`src/rtl/zigzag_scan_reader_pkg.sv`:
```
// rtl/zigzag_scan_reader_pkg.sv - zigzag address table, FSM state encoding and block depth
package zigzag_scan_reader_pkg;

  localparam int ZZ_DEPTH = 16;

  // Entry i lives at bits [4*i +: 4]; written MSB-first, so it reads as the reverse scan.
  localparam logic [63:0] ZZ_TABLE = {
    4'd15, 4'd14, 4'd11, 4'd7, 4'd10, 4'd13, 4'd12, 4'd9,
    4'd6,  4'd3,  4'd2,  4'd5, 4'd8,  4'd4,  4'd1,  4'd0
  };

  typedef enum logic [1:0] {
    ST_IDLE  = 2'd0,
    ST_READ  = 2'd1,
    ST_DRAIN = 2'd2
  } state_t;

  function automatic logic [3:0] zz_addr(input logic [3:0] pos);
    return ZZ_TABLE[{pos, 2'b00} +: 4];
  endfunction

endpackage

```
`src/rtl/zigzag_out_fifo.sv`:
```
// rtl/zigzag_out_fifo.sv - 2-entry coefficient FIFO; head is presented combinationally
module zigzag_out_fifo #(
  parameter int WIDTH = 9,
  parameter int IW    = 4
) (
  input  logic             clk,
  input  logic             rst,
  input  logic             push,
  input  logic [WIDTH-1:0] push_data,
  input  logic [IW-1:0]    push_idx,
  input  logic             push_last,
  input  logic             pop,
  output logic [1:0]       count,
  output logic             head_valid,
  output logic [WIDTH-1:0] head_data,
  output logic [IW-1:0]    head_idx,
  output logic             head_last
);

  logic [WIDTH-1:0] data_q [2];
  logic [IW-1:0]    idx_q  [2];
  logic [1:0]       last_q;
  logic             wr_ptr;
  logic             rd_ptr;

  always_ff @(posedge clk or negedge rst) begin
    if (!rst) begin
      for (int i = 0; i < 2; i++) begin
        data_q[i] <= '0;
        idx_q[i]  <= '0;
      end
      last_q <= '0;
      wr_ptr <= 1'b0;
      rd_ptr <= 1'b0;
      count  <= '0;
    end else begin
      if (push) begin
        data_q[wr_ptr] <= push_data;
        idx_q[wr_ptr]  <= push_idx;
        last_q[wr_ptr] <= push_last;
        wr_ptr         <= ~wr_ptr;
      end
      if (pop) begin
        rd_ptr <= ~rd_ptr;
      end
      case ({push, pop})
        2'b10:   count <= count + 2'd1;
        2'b01:   count <= count - 2'd1;
        default: count <= count;
      endcase
    end
  end

  assign head_valid = (count != 2'd0);
  // Outputs read as zero when empty so stale entries never leak out.
  assign head_data  = head_valid ? data_q[rd_ptr] : '0;
  assign head_idx   = head_valid ? idx_q[rd_ptr]  : '0;
  assign head_last  = head_valid & last_q[rd_ptr];

endmodule

```
`src/rtl/zigzag_scan_reader.sv`:
```
// rtl/zigzag_scan_reader.sv - reads a 4x4 block from BRAM in zigzag order into a ready/valid stream
// ZIGZAG_REVERSE_SCAN_EN: when defined the table is walked from index 15 down to 0.
module zigzag_scan_reader
  import zigzag_scan_reader_pkg::*;
#(
  parameter int addrWIDTH = 4,
  parameter int WIDTH     = 9,
  parameter int DEPTH     = ZZ_DEPTH
) (
  input  logic                 clk,
  input  logic                 rst,
  input  logic                 start,
  output logic                 busy,
  output logic                 enb,
  output logic [addrWIDTH-1:0] addrb,
  input  logic [WIDTH-1:0]     dob,
  output logic [WIDTH-1:0]     coef_data,
  output logic [addrWIDTH-1:0] coef_idx,
  output logic                 coef_valid,
  input  logic                 coef_ready,
  output logic                 coef_last,
  output logic                 done
);

  state_t               state;
  logic [4:0]           k;
  logic [3:0]           pos;
  logic                 rd_valid;
  logic [addrWIDTH-1:0] rd_idx;
  logic                 rd_last;
  logic [1:0]           fifo_count;
  logic [1:0]           credit_used;
  logic                 pop;
  logic                 accept;
  logic                 issue;
  logic                 last_issue;

  assign pop = coef_valid & coef_ready;

  // Counting this cycle's pop lets a read be issued into the slot being freed,
  // which is what sustains one coefficient per cycle with only two entries.
  assign credit_used = fifo_count + {1'b0, rd_valid} - {1'b0, pop};

  assign accept     = (state == ST_IDLE) && start;
  assign issue      = (accept || ((state == ST_READ) && (k < 5'(DEPTH)))) && (credit_used < 2'd2);
  assign last_issue = (k == 5'(DEPTH - 1));

`ifdef ZIGZAG_REVERSE_SCAN_EN
  assign pos = 4'(DEPTH - 1) - k[3:0];
`else
  assign pos = k[3:0];
`endif

  assign enb   = issue;
  assign addrb = issue ? addrWIDTH'(zz_addr(pos)) : '0;
  assign busy  = (state != ST_IDLE);

  always_ff @(posedge clk or negedge rst) begin
    if (!rst) begin
      state    <= ST_IDLE;
      k        <= '0;
      rd_valid <= 1'b0;
      rd_idx   <= '0;
      rd_last  <= 1'b0;
      done     <= 1'b0;
    end else begin
      done     <= 1'b0;
      rd_valid <= issue;
      if (issue) begin
        k       <= k + 5'd1;
        rd_idx  <= addrWIDTH'(pos);
        rd_last <= last_issue;
      end
      case (state)
        ST_IDLE: begin
          if (accept) begin
            state <= (issue && last_issue) ? ST_DRAIN : ST_READ;
          end
        end
        ST_READ: begin
          if (issue && last_issue) begin
            state <= ST_DRAIN;
          end
        end
        ST_DRAIN: begin
          if (pop && coef_last) begin
            state <= ST_IDLE;
            k     <= '0;
            done  <= 1'b1;
          end
        end
        default: state <= ST_IDLE;
      endcase
    end
  end

  zigzag_out_fifo #(
    .WIDTH (WIDTH),
    .IW    (addrWIDTH)
  ) u_fifo (
    .clk        (clk),
    .rst        (rst),
    .push       (rd_valid),
    .push_data  (dob),
    .push_idx   (rd_idx),
    .push_last  (rd_last),
    .pop        (pop),
    .count      (fifo_count),
    .head_valid (coef_valid),
    .head_data  (coef_data),
    .head_idx   (coef_idx),
    .head_last  (coef_last)
  );

endmodule

```
`config.mk`:
```
export PLATFORM = sky130hd
export DESIGN_NAME = zigzag_scan_reader
export DESIGN_NICKNAME = d
export VERILOG_FILES = /design/src/rtl/zigzag_scan_reader_pkg.sv /design/src/rtl/zigzag_out_fifo.sv /design/src/rtl/zigzag_scan_reader.sv
export SDC_FILE = /design/constraint.sdc
export NUM_CORES = 1
export LEC_CHECK = 0
export CORE_UTILIZATION = 50
export DETAILED_ROUTE_END_ITERATION = 8
export GPL_TIMING_DRIVEN = 0
export PLACE_DENSITY_LB_ADDON = 0.15
export SLEW_MARGIN = 30
export SYNTH_ARGS = -nofsm -noshare
export SYNTH_HDL_FRONTEND = slang
export SYNTH_HIERARCHICAL = 1
export SYNTH_SLANG_ARGS = --single-unit
```
`constraint.sdc`:
```
create_clock -name clk -period 5.58 [get_ports clk]
set_input_delay 1.116 -clock clk [delete_from_list [all_inputs] [get_ports clk]]
set_output_delay 1.116 -clock clk [all_outputs]
set_load 0.1 [all_outputs]
```
Word level (Yosys, flattened, before mapping)

Cells that the tools add are included.

$add $sub $neg: 5
$mul: 0
Divide/modulo/power cells: 0
Order comparisons: 8
Equality and inequality tests: 8
Shift operators: 1
Multiplexer cells: 31
Bitwise gates (word level): 6
Reduce and logical (&&, ||, !) cells: 13

Operator list:

| kind                                                       | number |
|---|---|
| variable part select 64 x 7 -> 4 bit, first input constant | 1 |
| two-way mux 9 bit                                          | 5 |
| two-way mux 4 bit                                          | 6 |
| bitwise mux 18 bit                                         | 1 |
| two-way mux 5 bit                                          | 3 |
| demux 9 bit (select 1 bit)                                 | 1 |
| bitwise mux 8 bit                                          | 1 |
| two-way mux 2 bit                                          | 4 |
| logical AND 1 bit                                          | 7 |
| case mux 2 bit (3 select lines)                            | 1 |
| nonzero test 2 bit                                         | 3 |
| adder 5 x 1 -> 5 bit, second input constant                | 1 |
| == test 5 x 4 -> 1 bit, second input constant              | 1 |
| < comparator 5 bit, second input constant                  | 1 |
| two-way mux 1 bit                                          | 5 |
| demux 4 bit (select 1 bit)                                 | 1 |
| == test 2 x 1 -> 1 bit, second input constant              | 2 |
| == test 2 bit, second input constant                       | 2 |
| >= comparator 2 bit, second input constant                 | 2 |
| < comparator 1 x 2 -> 1 bit, second input constant         | 2 |
| inequality test 2 bit, second input constant               | 2 |
| NOT 1 -> 2 bit                                             | 2 |
| case mux 2 bit (2 select lines)                            | 1 |
| AND reduction 3 bit                                        | 1 |
| 14 further kinds                                           | 16 |

Bits in registers: 46
Bits in latches: 0
RAM bits: 0
ROM bits: 0
Bits of input ports: 13
Output and inout port bits: 22
Logic and storage cells: 86
Memories kept: 0

Logic depth before layout (Yosys ltp)

Gate-level depths: netlist of run 1.

Depth after elaboration: 9
Depth in mapped cells: 9
Depth with buffers taken out: 7

Hierarchy

Netlist of run 1, hierarchy kept.

By module, submodules not included:

| module             | times used | cells an instance | area an instance (µm²) | sequential area each (µm²) |
|---|---|---|---|---|
| zigzag_out_fifo    | 1          | 105               | 1475.2                 | 800.8 |
| zigzag_scan_reader | 1          | 80                | 884.6                  | 350.3 |

Worst setup path after synthesis of run 1

Ideal clock, no wire load.

Path kind: reg2out
Start point: reg u_fifo.count[0]
End point: out addrb[1]
Arrival: 3.377 ns
Data required time: 4.464 ns
Setup slack: 1.087 ns
Stages on the path, launching flop included: 9
Path buffers: 2
Path through: dfrtp_1 > nor2_1 > buf_2 > inv_1 > and2_4 > a22oi_2 > mux2i_4 > buf_6 > o21a_1

Word-level cells in the longest chain between the ends: 6
Elaborated cells on any way between the ends: 7
Classes of those cells: add/sub: 2; order compare: 1; mux: 1; bitwise: 1; reduce/logical: 2

Ends and longest elaborated chain:

| item                      | line                     | source |
|---|---|---|
| start, declared           | zigzag_out_fifo.sv:13    | `output logic [1:0] count,` |
| start signal, assigned    | zigzag_out_fifo.sv:47    | `2'b10: count <= count + 2'd1;` |
| start signal, assigned    | zigzag_out_fifo.sv:48    | `2'b01: count <= count - 2'd1;` |
| start signal, assigned    | zigzag_out_fifo.sv:49    | `default: count <= count;` |
| nonzero test 2 bit        | zigzag_out_fifo.sv:54    | `assign head_valid = (count != 2'd0);` |
| via coef_valid            | zigzag_scan_reader.sv:19 | `output logic coef_valid,` |
| AND 1 bit                 | zigzag_scan_reader.sv:38 | `assign pop = coef_valid & coef_ready;` |
| via pop                   | zigzag_scan_reader.sv:33 | `logic pop;` |
| subtractor 2 x 1 -> 2 bit | zigzag_scan_reader.sv:42 | `assign credit_used = fifo_count + {1'b0, rd_valid} - {1'b0, pop};` |
| < comparator 2 bit        | zigzag_scan_reader.sv:45 | `assign issue = (accept \|\| ((state == ST_READ) && (k < 5'(DEPTH)))) && (credit_used < 2'd2);` |
| logical AND 1 bit         | zigzag_scan_reader.sv:45 |  |
| via enb                   | zigzag_scan_reader.sv:14 | `output logic enb,` |
| two-way mux 4 bit         | zigzag_scan_reader.sv:55 | `assign addrb = issue ? addrWIDTH'(zz_addr(pos)) : '0;` |
| end, declared             | zigzag_scan_reader.sv:15 | `output logic [addrWIDTH-1:0] addrb,` |

The timed path passes the listed nets, and every way through them passes these cells.

Worst setup path after layout of run 1

Start point: reg u_fifo.count[0]
End point: out addrb[3]

Word-level cells in the longest chain between the ends: 6
Elaborated cells on any way between the ends: 7
Classes of those cells: add/sub: 2; order compare: 1; mux: 1; bitwise: 1; reduce/logical: 2

Ends and longest elaborated chain:

| item                      | line |
|---|---|
| nonzero test 2 bit        | zigzag_out_fifo.sv:54 |
| AND 1 bit                 | zigzag_scan_reader.sv:38 |
| via pop                   | zigzag_scan_reader.sv:33 |
| subtractor 2 x 1 -> 2 bit | zigzag_scan_reader.sv:42 |
| < comparator 2 bit        | zigzag_scan_reader.sv:45 |
| logical AND 1 bit         | zigzag_scan_reader.sv:45 |
| two-way mux 4 bit         | zigzag_scan_reader.sv:55 |

The timed path passes the listed nets, and every way through them passes these cells.

==> results of run 1 <==
[critical path: cells and delay by family, from the launching register on]
| kind | cells | cell delay [ps] |
|---|---|---|
| AND/OR/NAND/NOR | 2 | 570 |
| multiplexers | 1 | 460 |
| AO/OA/AOI/OAI | 2 | 370 |
| flip-flops | 1 | 450 |
| buffers and inverters | 4 | 1780 |
[state kept, by name (all words and copies together) (netlist names), 2 cells and up]
| signal | cells |
|---|---|
| u_fifo/data_q | 18 |
| u_fifo/idx_q | 8 |
| state | 2 |
| u_fifo/last_q | 2 |
| rd_idx | 4 |
| k | 5 |
| u_fifo/count | 2 |
[stage by stage]
stage,instances,hold WS (ps),setup WS (ps)
2_1_floorplan,185,457,1090
3_3_place_gp,271,467,541
3_5_place_dp,272,478,542
4_1_cts,280,496,487
5_1_grt,280,508,314
6_report,280,489,541
[worst paths after layout]
path | cells after the start | start | endpoint
worst max-delay path | 9 | u_fifo/count[0] | addrb[3]
worst min-delay path | 1 | u_fifo/data_q[16] | u_fifo/data_q[16]
worst max register to register | 9 | u_fifo/count[0] | k[4]
worst min register to register | 1 | u_fifo/data_q[16] | u_fifo/data_q[16]
max in group asynchronous | 2 | rst | u_fifo/idx_q[6]
min in group asynchronous | 1 | rst | u_fifo/data_q[3]
[layer usage]
| layer | GRT usage | up-vias |
|---|---|---|
| met1 | 0.246 | 737 |
| met4 | 0.0511 | 0 |
| met5 | 0 | - |
| li1 | - | 716 |
| met3 | 0.0513 | 6 |
| met2 | 0.324 | 31 |
[placed cells by master, fill, tap and decap left out, types with 2 or more instances in the layout]
cell             Yosys  routed
dfrtp_1             46      46
clkdlybuf4s50_1      0      33
nor2_1              23      23
mux2i_1             20      20
mux2_2              13      13
ha_1                10      10
mux2_4              10      10
mux2_1              10      10
clkbuf_8             0       8
inv_1                7       7
nand2_1              4       4
buf_6                3       3
xnor2_1              3       3
buf_2                2       3
xor2_1               3       3
o21ai_0              2       2
and2b_1              2       2
o21ai_1              2       2
o211a_1              2       2
a211oi_2             2       2
[final cells by class]
cell class	count	area share
Buffer	7	0.0190
Clock buffer	8	0.0380
Inverter	8	0.0104
Multi-Input combinational cell	124	0.388
Sequential cell	46	0.397
Tap cell	52	0.0225
Timing Repair Buffer	35	0.125
[cell families (layout without fill, tap and decap cells)]
family                   after synthesis  count (layout)  share of synthesized area
adder cells (fa/ha/maj)               10              10                     0.0530
AND/OR/NAND/NOR                       41              41                     0.0848
flip-flops                            46              46                      0.488
buffers and inverters                 15              58                     0.0361
XOR/XNOR                               6               6                     0.0223
AO/OA/AOI/OAI                         13              13                     0.0483
multiplexers                          54              54                      0.268
==> results.txt, run 1 <==
The die is 70.7 um tall. The routed length on met2 is 2.19 mm. Across the routed clock network, the largest skew measured is 4.40 ps. The post-synthesis cell area is 0.00236 sq mm.

In this run the post-CTS setup repair buffer count came out at 0. The area after detailed placement came out at 0.00279 sq mm. The number of design-rule violations left by the first detailed-router iteration is 95. The antenna diode count came out at 0. STA classifies the critical path startpoint as a register. The clock latency on the worst-skew pair is 290 ps.

The actual transition at the worst max-transition pin is 1010 ps. The Yosys warning count came out at 6. The clock tree root driver cell is clkbuf_8. Yosys instantiated no cell more often than dfrtp_1. The clock transition at the registers of the reported paths came out at 80 ps. The maximum number of pins on one net before global-route repair came out at 28. For this configuration, the core starts out at a cell density of 0.531. The mean area per synthesized cell came out at 12.8 sq um. The path class of the tightest hold or removal check is register to register. The top routing layer in use is met4. The detailed-route DRC error count came out at 9. The number of I/O port buffers is 34. The number of instances in the synthesized netlist is 185. The post-synthesis net count is 208. The final worst-path cycle share came out at 0.903. The reg-to-reg setup timing slack came out at 2940 ps. The share of layout cells above drive strength 1 came out at 0.228.

The core utilization of the finished layout came out at 0.652. STA classifies the critical path endpoint as a primary output. Adding up every negative setup slack in the final design gives 0 ps.

The highest-delay cell along the critical path is clkdlybuf4s50_1. The count of unique library cells instantiated by Yosys is 39. Headroom to the max-slew limit came out at 0.327. The number of slew-limit violations in the final report was 0. The signed area change from the synthesized netlist to the final layout is 22.8%.

For this run, the total global-route usage over all layers was measured as 0.192. The initial antenna violation count came out at 0. By count the netlist is led by dfrtp_1 (46), nor2_1 (23), mux2i_1 (20), mux2_2 (13). The arrival time at the worst endpoint is 3920 ps. The sum of routed wire segments on met1 is 1.93 mm. The cell taking the most area after synthesis is dfrtp_1. The sequential cells in the finished layout cover a total of 0.00115 sq mm. The total overflow reported by the global router came out at 0. The top-level port count is 35. For the worst setup path, the data required time is 4460 ps.

The congestion estimate from routability-driven global placement came to 0.771. The die is 70.7 um wide. The number of buffers on the longest clock path is 2. The total number of vias came out at 1,490. After detailed routing, the met3 layer carries 166 um of wire.

The number of placement rows came out at 24. TritonCTS built the clock tree. The sum of net half-perimeters after detailed placement came out at 3.13 mm. The multi-input combinational cell area is 0.00112 sq mm. The count of flip-flops with a built-in enable after synthesis is 0. The wire length of the first global-routing pass is 7.49 mm. The sequential share of the synthesized area is 0.488. The total wirelength of the detailed-routed design came out at 4.32 mm. Sorting the synthesized cells by area gives the leading types as dfrtp_1 (49%), mux2i_1 (8.5%), mux2_4 (6.4%). The share of flip-flops with an asynchronous set or reset after synthesis came out at 1.00.

The count of final hold-check violations is 0. The highest cell delay on the worst timing path is 1120 ps. With fillers left out, the area of the finished cells amounts to 0.00290 sq mm. The H-tree was split into 2 levels.

The die covers 0.00500 sq mm. Walking the worst path, the cells encountered are nor2_1, buf_2, inv_1, and2_4, a22oi_2, mux2i_4, buf_6, o211a_1, clkdlybuf4s50_1. The number of setup violations in the final report is 0. Hold repair after CTS inserted 0 buffers. The flow ran to the end, but the final reports show violations. Setup repair after global routing left no endpoint under its margin.

The net count reported at finish came out at 250. The routed via count divided by cell count is 5.32. Across the run, the number of max-cap violations was 0. The number of storage elements in the synthesis netlist is 46. The first-pass detailed-route iteration total came out at 6. The total core area came out at 0.00444 sq mm.

The final reports fail on DRC. The filler cells instantiated in the layout total 353. The number of buffers inserted during clock tree synthesis came out at 5. The number of gates resized after CTS is 0. The type of the worst setup path is register to primary output. Among all flip-flop cells after synthesis, the most frequent one is dfrtp_1. The clock sink total came out at 46.

The post-route antenna net violation count is 0. The maximum achievable frequency came out at 198 MHz. The highest fanout seen on the critical path came out at 11. The share of Yosys cell area claimed by the top area cell type is 0.488. In the final routed layout, each cell accounts on average for 15.4 um. The final critical delay including setup and external delays came out at 5040 ps. The number of global-route vias before repair was 1,536.
Power of run 1 is not shown: default switching activity piles up to over one toggle a cycle in this logic, so the estimate is an artifact.
==> run 2, diff against run 1 <==
- clock period: 5.58 -> 5.7 ns (I/O delays scaled with it)
==> results of run 2 <==
The final DEF is identical to that of run 1. Status: finished, violations left: DRC.
Among the figures that moved: setup slack after placement 542 ps -> 614 ps; setup slack after layout 541 ps -> 628 ps; start point of the critical path u_fifo/count[0] -> coef_ready; register-to-register setup slack 2940 ps -> 3060 ps
Power of run 2 is left out for the same reason.
